**src/rtl/cvxif_custom_responder.sv**
```systemverilog
// Coprocessor-side CV-X-IF responder for custom-3 (opcode 7'h7B) instructions.
// Results are computed at issue time and held in an in-order pending buffer
// until committed or killed. Committed results return over the result channel
// in issue order.
// Ports:
//   clk_i, rst_i                     clock, async active-high reset
//   issue_*                          issue request / handshake from the core
//   commit_valid_i/id_i/kill_i       commit or kill strobe for one id
//   result_*                         registered result channel (valid/ready)
module cvxif_custom_responder #(
    parameter int unsigned XLEN    = 32,
    parameter int unsigned IdWidth = 3,
    parameter int unsigned Depth   = 4
) (
    input  logic                 clk_i,
    input  logic                 rst_i,
    input  logic                 issue_valid_i,
    output logic                 issue_ready_o,
    input  logic [31:0]          issue_instr_i,
    input  logic [IdWidth-1:0]   issue_id_i,
    input  logic [2*XLEN-1:0]    issue_rs_i,
    input  logic [1:0]           issue_rs_valid_i,
    output logic                 issue_accept_o,
    output logic                 issue_writeback_o,
    input  logic                 commit_valid_i,
    input  logic [IdWidth-1:0]   commit_id_i,
    input  logic                 commit_kill_i,
    output logic                 result_valid_o,
    input  logic                 result_ready_i,
    output logic [IdWidth-1:0]   result_id_o,
    output logic [XLEN-1:0]      result_data_o,
    output logic [4:0]           result_rd_o,
    output logic                 result_we_o
);

    localparam int unsigned PtrW = (Depth > 1) ? $clog2(Depth) : 1;
    localparam int unsigned CntW = PtrW + 1;
    localparam logic [6:0]  OpCustom3 = 7'h7B;

    typedef enum logic [1:0] {
        FREE        = 2'd0,
        WAIT_COMMIT = 2'd1,
        READY       = 2'd2,
        KILLED      = 2'd3
    } entry_state_e;

    typedef struct packed {
        entry_state_e         state;
        logic [IdWidth-1:0]   id;
        logic [4:0]           rd;
        logic [XLEN-1:0]      data;
        logic                 we;
    } entry_t;

    entry_t          ent_q [Depth];
    entry_t          ent_n [Depth];
    entry_t          hd_n;
    logic [PtrW-1:0] head_q, head_n, tail_q, tail_n;
    logic [CntW-1:0] count_q, count_n;

    logic [6:0]      opcode, funct7;
    logic [2:0]      funct3;
    logic [XLEN-1:0] rs1, rs2, alu_res;
    logic            is_ours, is_nop, ops_ok, full, ours_fire, pop, res_valid_n;
    logic            unused_instr_bits;

    assign unused_instr_bits = ^issue_instr_i[24:15];

    // Decode, operand availability and issue handshake.
    always_comb begin
        opcode  = issue_instr_i[6:0];
        funct3  = issue_instr_i[14:12];
        funct7  = issue_instr_i[31:25];
        rs1     = issue_rs_i[XLEN-1:0];
        rs2     = issue_rs_i[2*XLEN-1:XLEN];
        is_ours = (opcode == OpCustom3) && (funct7 == 7'd0) && !funct3[2];
        is_nop  = (funct3 == 3'd1);
        ops_ok  = is_nop || (&issue_rs_valid_i);
        full    = (count_q == CntW'(Depth));
        // Rejects never need a slot, so they are answered even when full.
        issue_ready_o     = !rst_i && issue_valid_i && (!is_ours || (!full && ops_ok));
        ours_fire         = issue_ready_o && is_ours;
        issue_accept_o    = ours_fire;
        issue_writeback_o = ours_fire && !is_nop;
        unique case (funct3[1:0])
            2'd0:    alu_res = rs1 + rs2;
            2'd1:    alu_res = '0;
            2'd2:    alu_res = rs1 - rs2;
            default: alu_res = XLEN'({rs1, rs1} >> rs2[4:0]);
        endcase
    end

    // Next-state of the pending buffer: commit, head pop, tail allocation.
    always_comb begin
        ent_n   = ent_q;
        head_n  = head_q;
        tail_n  = tail_q;
        pop     = 1'b0;

        if (commit_valid_i) begin
            for (int unsigned i = 0; i < Depth; i++) begin
                if (ent_q[i].state == WAIT_COMMIT && ent_q[i].id == commit_id_i) begin
                    ent_n[i].state = commit_kill_i ? KILLED : READY;
                end
            end
        end

        // Killed entries and NOP results drain silently, one per cycle.
        unique case (ent_q[head_q].state)
            KILLED:  pop = 1'b1;
            READY:   pop = !ent_q[head_q].we || (result_valid_o && result_ready_i);
            default: pop = 1'b0;
        endcase
        if (pop) begin
            ent_n[head_q].state = FREE;
            head_n              = head_q + PtrW'(1);
        end

        // A commit for the id being issued lands on the new entry directly.
        if (ours_fire) begin
            ent_n[tail_q].id   = issue_id_i;
            ent_n[tail_q].rd   = issue_instr_i[11:7];
            ent_n[tail_q].data = alu_res;
            ent_n[tail_q].we   = !is_nop;
            if (commit_valid_i && commit_id_i == issue_id_i) begin
                ent_n[tail_q].state = commit_kill_i ? KILLED : READY;
            end else begin
                ent_n[tail_q].state = WAIT_COMMIT;
            end
            tail_n = tail_q + PtrW'(1);
        end

        count_n = count_q + CntW'(ours_fire) - CntW'(pop);
    end

    // Result registers look at the post-update head so a result appears the
    // cycle right after its commit.
    assign hd_n        = ent_n[head_n];
    assign res_valid_n = (hd_n.state == READY) && hd_n.we;

    // State and result registers.
    always_ff @(posedge clk_i or posedge rst_i) begin
        if (rst_i) begin
            for (int unsigned i = 0; i < Depth; i++) begin
                ent_q[i] <= '0;
            end
            head_q         <= '0;
            tail_q         <= '0;
            count_q        <= '0;
            result_valid_o <= 1'b0;
            result_id_o    <= '0;
            result_data_o  <= '0;
            result_rd_o    <= '0;
            result_we_o    <= 1'b0;
        end else begin
            ent_q          <= ent_n;
            head_q         <= head_n;
            tail_q         <= tail_n;
            count_q        <= count_n;
            result_valid_o <= res_valid_n;
            result_id_o    <= res_valid_n ? hd_n.id   : '0;
            result_data_o  <= res_valid_n ? hd_n.data : '0;
            result_rd_o    <= res_valid_n ? hd_n.rd   : '0;
            result_we_o    <= res_valid_n;
        end
    end

endmodule

```
**config.mk**
```make
export PLATFORM = sky130hd
export DESIGN_NAME = cvxif_custom_responder
export DESIGN_NICKNAME = d
export VERILOG_FILES = /design/src/rtl/cvxif_custom_responder.sv
export SDC_FILE = /design/constraint.sdc
export NUM_CORES = 1
export LEC_CHECK = 0
export ABC_AREA = 1
export BUFFER_PORTS_ARGS = -buffer_cell sky130_fd_sc_hd__buf_2
export CORE_MARGIN = 10
export CORE_UTILIZATION = 55
export CTS_CLUSTER_SIZE = 24
export DETAILED_ROUTE_END_ITERATION = 6
export GPL_TIMING_DRIVEN = 1
export PLACE_DENSITY = 0.89
export SLEW_MARGIN = 20
export SYNTH_ARGS = -nofsm -noshare
export SYNTH_HDL_FRONTEND = slang
export SYNTH_SLANG_ARGS = --single-unit
```
**constraint.sdc**
```tcl
create_clock -name clk_i -period 7.4 [get_ports clk_i]
set_clock_uncertainty 0.05 [all_clocks]
set_input_delay 1.11 -clock clk_i [delete_from_list [all_inputs] [get_ports clk_i]]
set_output_delay 1.11 -clock clk_i [all_outputs]
set_load 0.02 [all_outputs]
```
==> results.txt <==
----------------------------------------------------
[Layout]
  Count of inserted antenna diode cells ... 0
  Area grow syn2layout ... 10.1%
  Leading cell types in the layout, fill and taps excluded ... sky130_fd_sc_hd__nand2_1 (705), sky130_fd_sc_hd__nand3_1 (483), sky130_fd_sc_hd__inv_1 (236)
  Total Nets Final ... 2625
  Most frequent standard cell in the layout excluding fill and tap cells ... sky130_fd_sc_hd__nand2_1
  Area taken by multi-input logic gates ... 9300 sq um
  Layout cells sized above 1 ... 0.118
  Cell Count, Final, Fillers Out ... 2872
  Fillers ... 2603
  Area used by sequential logic in the layout ... 5510 sq um

[Setup path]
  Slowest stage delay, CP ... 790 ps
  Worst-path cell with the longest stage delay ... sky130_fd_sc_hd__o21ai_0
  Crit. End Element ... flop
  Critical path start-end classification ... primary input to flop
  Max FO, Critical Path ... 33
  Required arrival time at the worst endpoint ... 7720 ps
  Most frequent CP cell ... sky130_fd_sc_hd__nand2_1
  Crit path launch type ... primary input
  CP cell instances ... buf_2 -> clkinv_1 -> nand3_1 -> nor2_1 -> nand2_1 -> inv_1 -> nand3_1 -> nand2_1 -> xnor2_1 -> inv_1 -> ha_1 -> nand2_1 -> inv_1 -> nand2_1 -> nand3_1 -> a21oi_1 -> nand2_1 -> o21ai_0 -> nand3_1 -> o211ai_1 -> nand3_1 -> nand2_1 -> nor2_2
  CP arrival ... 6010 ps

[Clock tree]
  Clock tree from TritonCTS ... built
  Insertion delay of the later-clocked pin in the worst-skew pair ... 540 ps
  Number of setup buffers added after CTS ... 0
  Hold buffers post-CTS ... 0
  CTS sink count ... 220
  Max clock buf depth ... 3
  Depth of the CTS H-tree ... 1
  Clock root cell ... sky130_fd_sc_hd__clkbuf_16
  Clock transition at path regs ... 60 ps
  Total of cells resized after clock tree synthesis ... 0
  Inserted Clock Buffers ... 24

[Global route]
  Initial antenna violation count ... 1
  First-pass GRT wire length ... 83000 um
  Pin count of the biggest net entering global routing ... 141
  Overall global routing resource usage ... 0.276
  Total global routing overflow ... 0
  Via count of the first global-routing pass ... 16326

[Synthesis]
  Area leader, netlist ... sky130_fd_sc_hd__dfrtp_1
  Total nets after synthesis ... 2552
  Syn Std Cell Area ... 16200 sq um
  Instance count of the mapped netlist ... 2398
  Yosys synthesis warning count ... 0
  Multiplexer area fraction after synthesis ... 0
  Synth Area in XOR/XNOR ... 0.0210
  Sequential-to-total area share from yosys stat ... 0.339
  EDFF count, synth ... 0
  Synthesized-area fraction occupied by ao, oa, aoi and oai cells ... 0.111
  Combinational family with the most area after synthesis ... simple AND/OR/NAND/NOR gates
  FFs w/ async S/R, synth ... 1.00
  Avg Inst Size Synth ... 6.77 sq um
  Cells taking the most area after synthesis ... sky130_fd_sc_hd__dfrtp_1 (34%), sky130_fd_sc_hd__nand2_1 (16%), sky130_fd_sc_hd__nand3_1 (15%)
  Post-synthesis simple-gate area fraction ... 0.404
  Fraction of synthesized cell area taken by the top area cell type ... 0.339
  Arithmetic-cell share of the synthesized area counting full adders, half adders and majority gates ... 0.0348
  Ys flop type ... sky130_fd_sc_hd__dfrtp_1
  Number of distinct library cells after synthesis ... 46
  Flop and latch count out of synthesis ... 220

[Timing]
  Final count of hold timing violations ... 0
  Final Critical Period ... 5690 ps
  Endpoints failing setup ... 0
  Period utilisation layout ... 0.769
  Total negative slack ... 0 ps
  Worst slew pin tran ... 1050 ps
  Highest clock rate ... 176 MHz
  Number of max-slew violations in the final report ... 0
  Unrepaired setup endpoints after global routing ... no
  Post-layout worst setup margin ... 1710 ps
  Slew Limit Headroom ... 0.301

[Placement]
  Post-detailed-placement half-perimeter wirelength ... 37500 um
  Count of buffers from port buffering ... 144
  Post-Place Setup Slack ... 1470 ps
  GPL Wtd Cong ... 1.02
  Placed Cells ... 2829

[Hold path]
  HP Class ... flop to flop

[Floorplanning]
  Horizontal extent of the die ... 192 um
  Total number of placement rows ... 62
  Core ar. ... 28900 sq um
  Vertical extent of the die ... 192 um
  Die ar. ... 36800 sq um
  Top-Level Pins ... 155
  Initial core utilization ... 0.561

[Status]
  Run status ... finished, final reports clean

[Drt]
  Post-detailed-route count of antenna-violating nets ... 0
  Drc violations ... 0
  Number of DRC markers after the initial detailed-route iteration ... 1774
  Routed wirelength normalized by instance count ... 18.0 um
  Length of the first detailed-routing pass in iterations ... 6
  Via Count ... 16879
  Detailed-route vias per instance ... 5.88
  Detailed-route wire length ... 51600 um

[Power]
  Power per standard cell area ... 243 nW/um^2
  Largest vdd supply drop ... 0.296 mV
  Static Leak ... 9.37 nW

[Job]
  Number of maximum-capacitance violations ... 0

----------------------------------------------------
==> layer usage <==
layer | up-vias | GRT usage | wire length, um
li1 | 8011 | - | -
met5 | - | 0 | 14
met3 | 124 | 0.0435 | 4380
met1 | 7914 | 0.354 | 21100
met2 | 828 | 0.460 | 24300
met4 | 2 | 0.103 | 1760
==> worst max-delay path: cells and delay by family <==
| family | cells | cell delay (ps) |
|---|---|---|
| AND/OR/NAND/NOR | 13 | 1860 |
| AO/OA/AOI/OAI | 3 | 1090 |
| XOR/XNOR | 1 | 150 |
| buffers and inverters | 5 | 1410 |
| adder cells (fa/ha/maj) | 1 | 370 |
==> per-stage QoR <==
step | hold slack [ps] | util | cell area, sq um | power, W
2_1_floorplan | 388 | - | 16200 | 0.00261
3_3_place_gp | 399 | 0.590 | 17100 | 0.00306
3_5_place_dp | 407 | 0.590 | 17100 | 0.00309
4_1_cts | 424 | 0.618 | 17900 | 0.00432
5_1_grt | 445 | 0.618 | 17900 | 0.00457
6_report | 426 | 0.618 | 17900 | 0.00434
==> synthesized netlist by cell type, types with 2 or more instances <==
library cell and count:
sky130_fd_sc_hd__a21o_1 3, sky130_fd_sc_hd__a21oi_1 38, sky130_fd_sc_hd__a21oi_2 14, sky130_fd_sc_hd__and2_1 67
sky130_fd_sc_hd__buf_1 13, sky130_fd_sc_hd__buf_2 39, sky130_fd_sc_hd__buf_4 6, sky130_fd_sc_hd__buf_6 5
sky130_fd_sc_hd__clkbuf_1 49, sky130_fd_sc_hd__clkinv_1 3, sky130_fd_sc_hd__dfrtp_1 220, sky130_fd_sc_hd__fa_1 2
sky130_fd_sc_hd__ha_1 42, sky130_fd_sc_hd__inv_1 238, sky130_fd_sc_hd__inv_2 9, sky130_fd_sc_hd__nand2_1 705
sky130_fd_sc_hd__nand2_2 2, sky130_fd_sc_hd__nand2_4 2, sky130_fd_sc_hd__nand3_1 483, sky130_fd_sc_hd__nand3b_1 6
sky130_fd_sc_hd__nand4_1 16, sky130_fd_sc_hd__nor2_1 106, sky130_fd_sc_hd__nor2_2 7, sky130_fd_sc_hd__nor2_4 3
sky130_fd_sc_hd__nor3_1 11, sky130_fd_sc_hd__nor4_1 6, sky130_fd_sc_hd__o211ai_1 81, sky130_fd_sc_hd__o21a_1 59
sky130_fd_sc_hd__o21ai_0 60, sky130_fd_sc_hd__o21ai_1 4, sky130_fd_sc_hd__o21ai_2 2, sky130_fd_sc_hd__o21bai_1 3
sky130_fd_sc_hd__o31ai_1 2, sky130_fd_sc_hd__or2_2 43, sky130_fd_sc_hd__xnor2_1 13, sky130_fd_sc_hd__xor2_1 26
==> registers in the layout, indices dropped and copies added (netlist names) <==
signal,count
ent_q,172
result_data_o,32
result_rd_o,5
count_q,3
result_id_o,3
head_q,2
tail_q,2
result_we_o,1
==> final timing paths <==
| path | cells after the start | startpoint | endpoint | slack [ps] |
|---|---|---|---|---|
| worst max-delay path | 23 | issue_rs_i[34] | result_data_o[14]$_DFF_PP0_ | 1710 |
| worst min-delay path | 2 | ent_q[166]$_DFF_PP0_ | ent_q[166]$_DFF_PP0_ | 430 |
| worst max register to register | 14 | head_q[0]$_DFF_PP0_ | result_data_o[31]$_DFF_PP0_ | 3360 |
| worst min register to register | 2 | ent_q[166]$_DFF_PP0_ | ent_q[166]$_DFF_PP0_ | 430 |
| max in group asynchronous | 3 | rst_i | ent_q[42]$_DFF_PP0_ | 4940 |
| min in group asynchronous | 2 | rst_i | ent_q[0]$_DFF_PP0_ | 760 |
==> where the power goes <==
part           total [W]  leakage [nW]  internal [W]  switching [W]
Sequential       0.00131          2.83       0.00128      0.0000348
Combinational    0.00181          6.13      0.000462        0.00134
Clock            0.00122         0.405      0.000728       0.000496
Total            0.00434          9.37       0.00247        0.00187
==> final cells by class <==
class / instances / area share
clock buffers: 32 / 0.0386
inverters: 251 / 0.0532
repair buffers: 159 / 0.0466
multi-input cells: 1815 / 0.520
clock inverters: 11 / 0.00706
flip-flops and latches: 220 / 0.308
well taps: 384 / 0.0269
==> cell families (layout without fill, tap and decap cells) <==
group	Yosys count	in the layout
compound gates	270	270
xor+xnor	39	39
fa+ha+maj	44	44
buf+inv	363	453
flops	220	220
simple gates	1462	1462
Power figures use the tool's default switching activity.
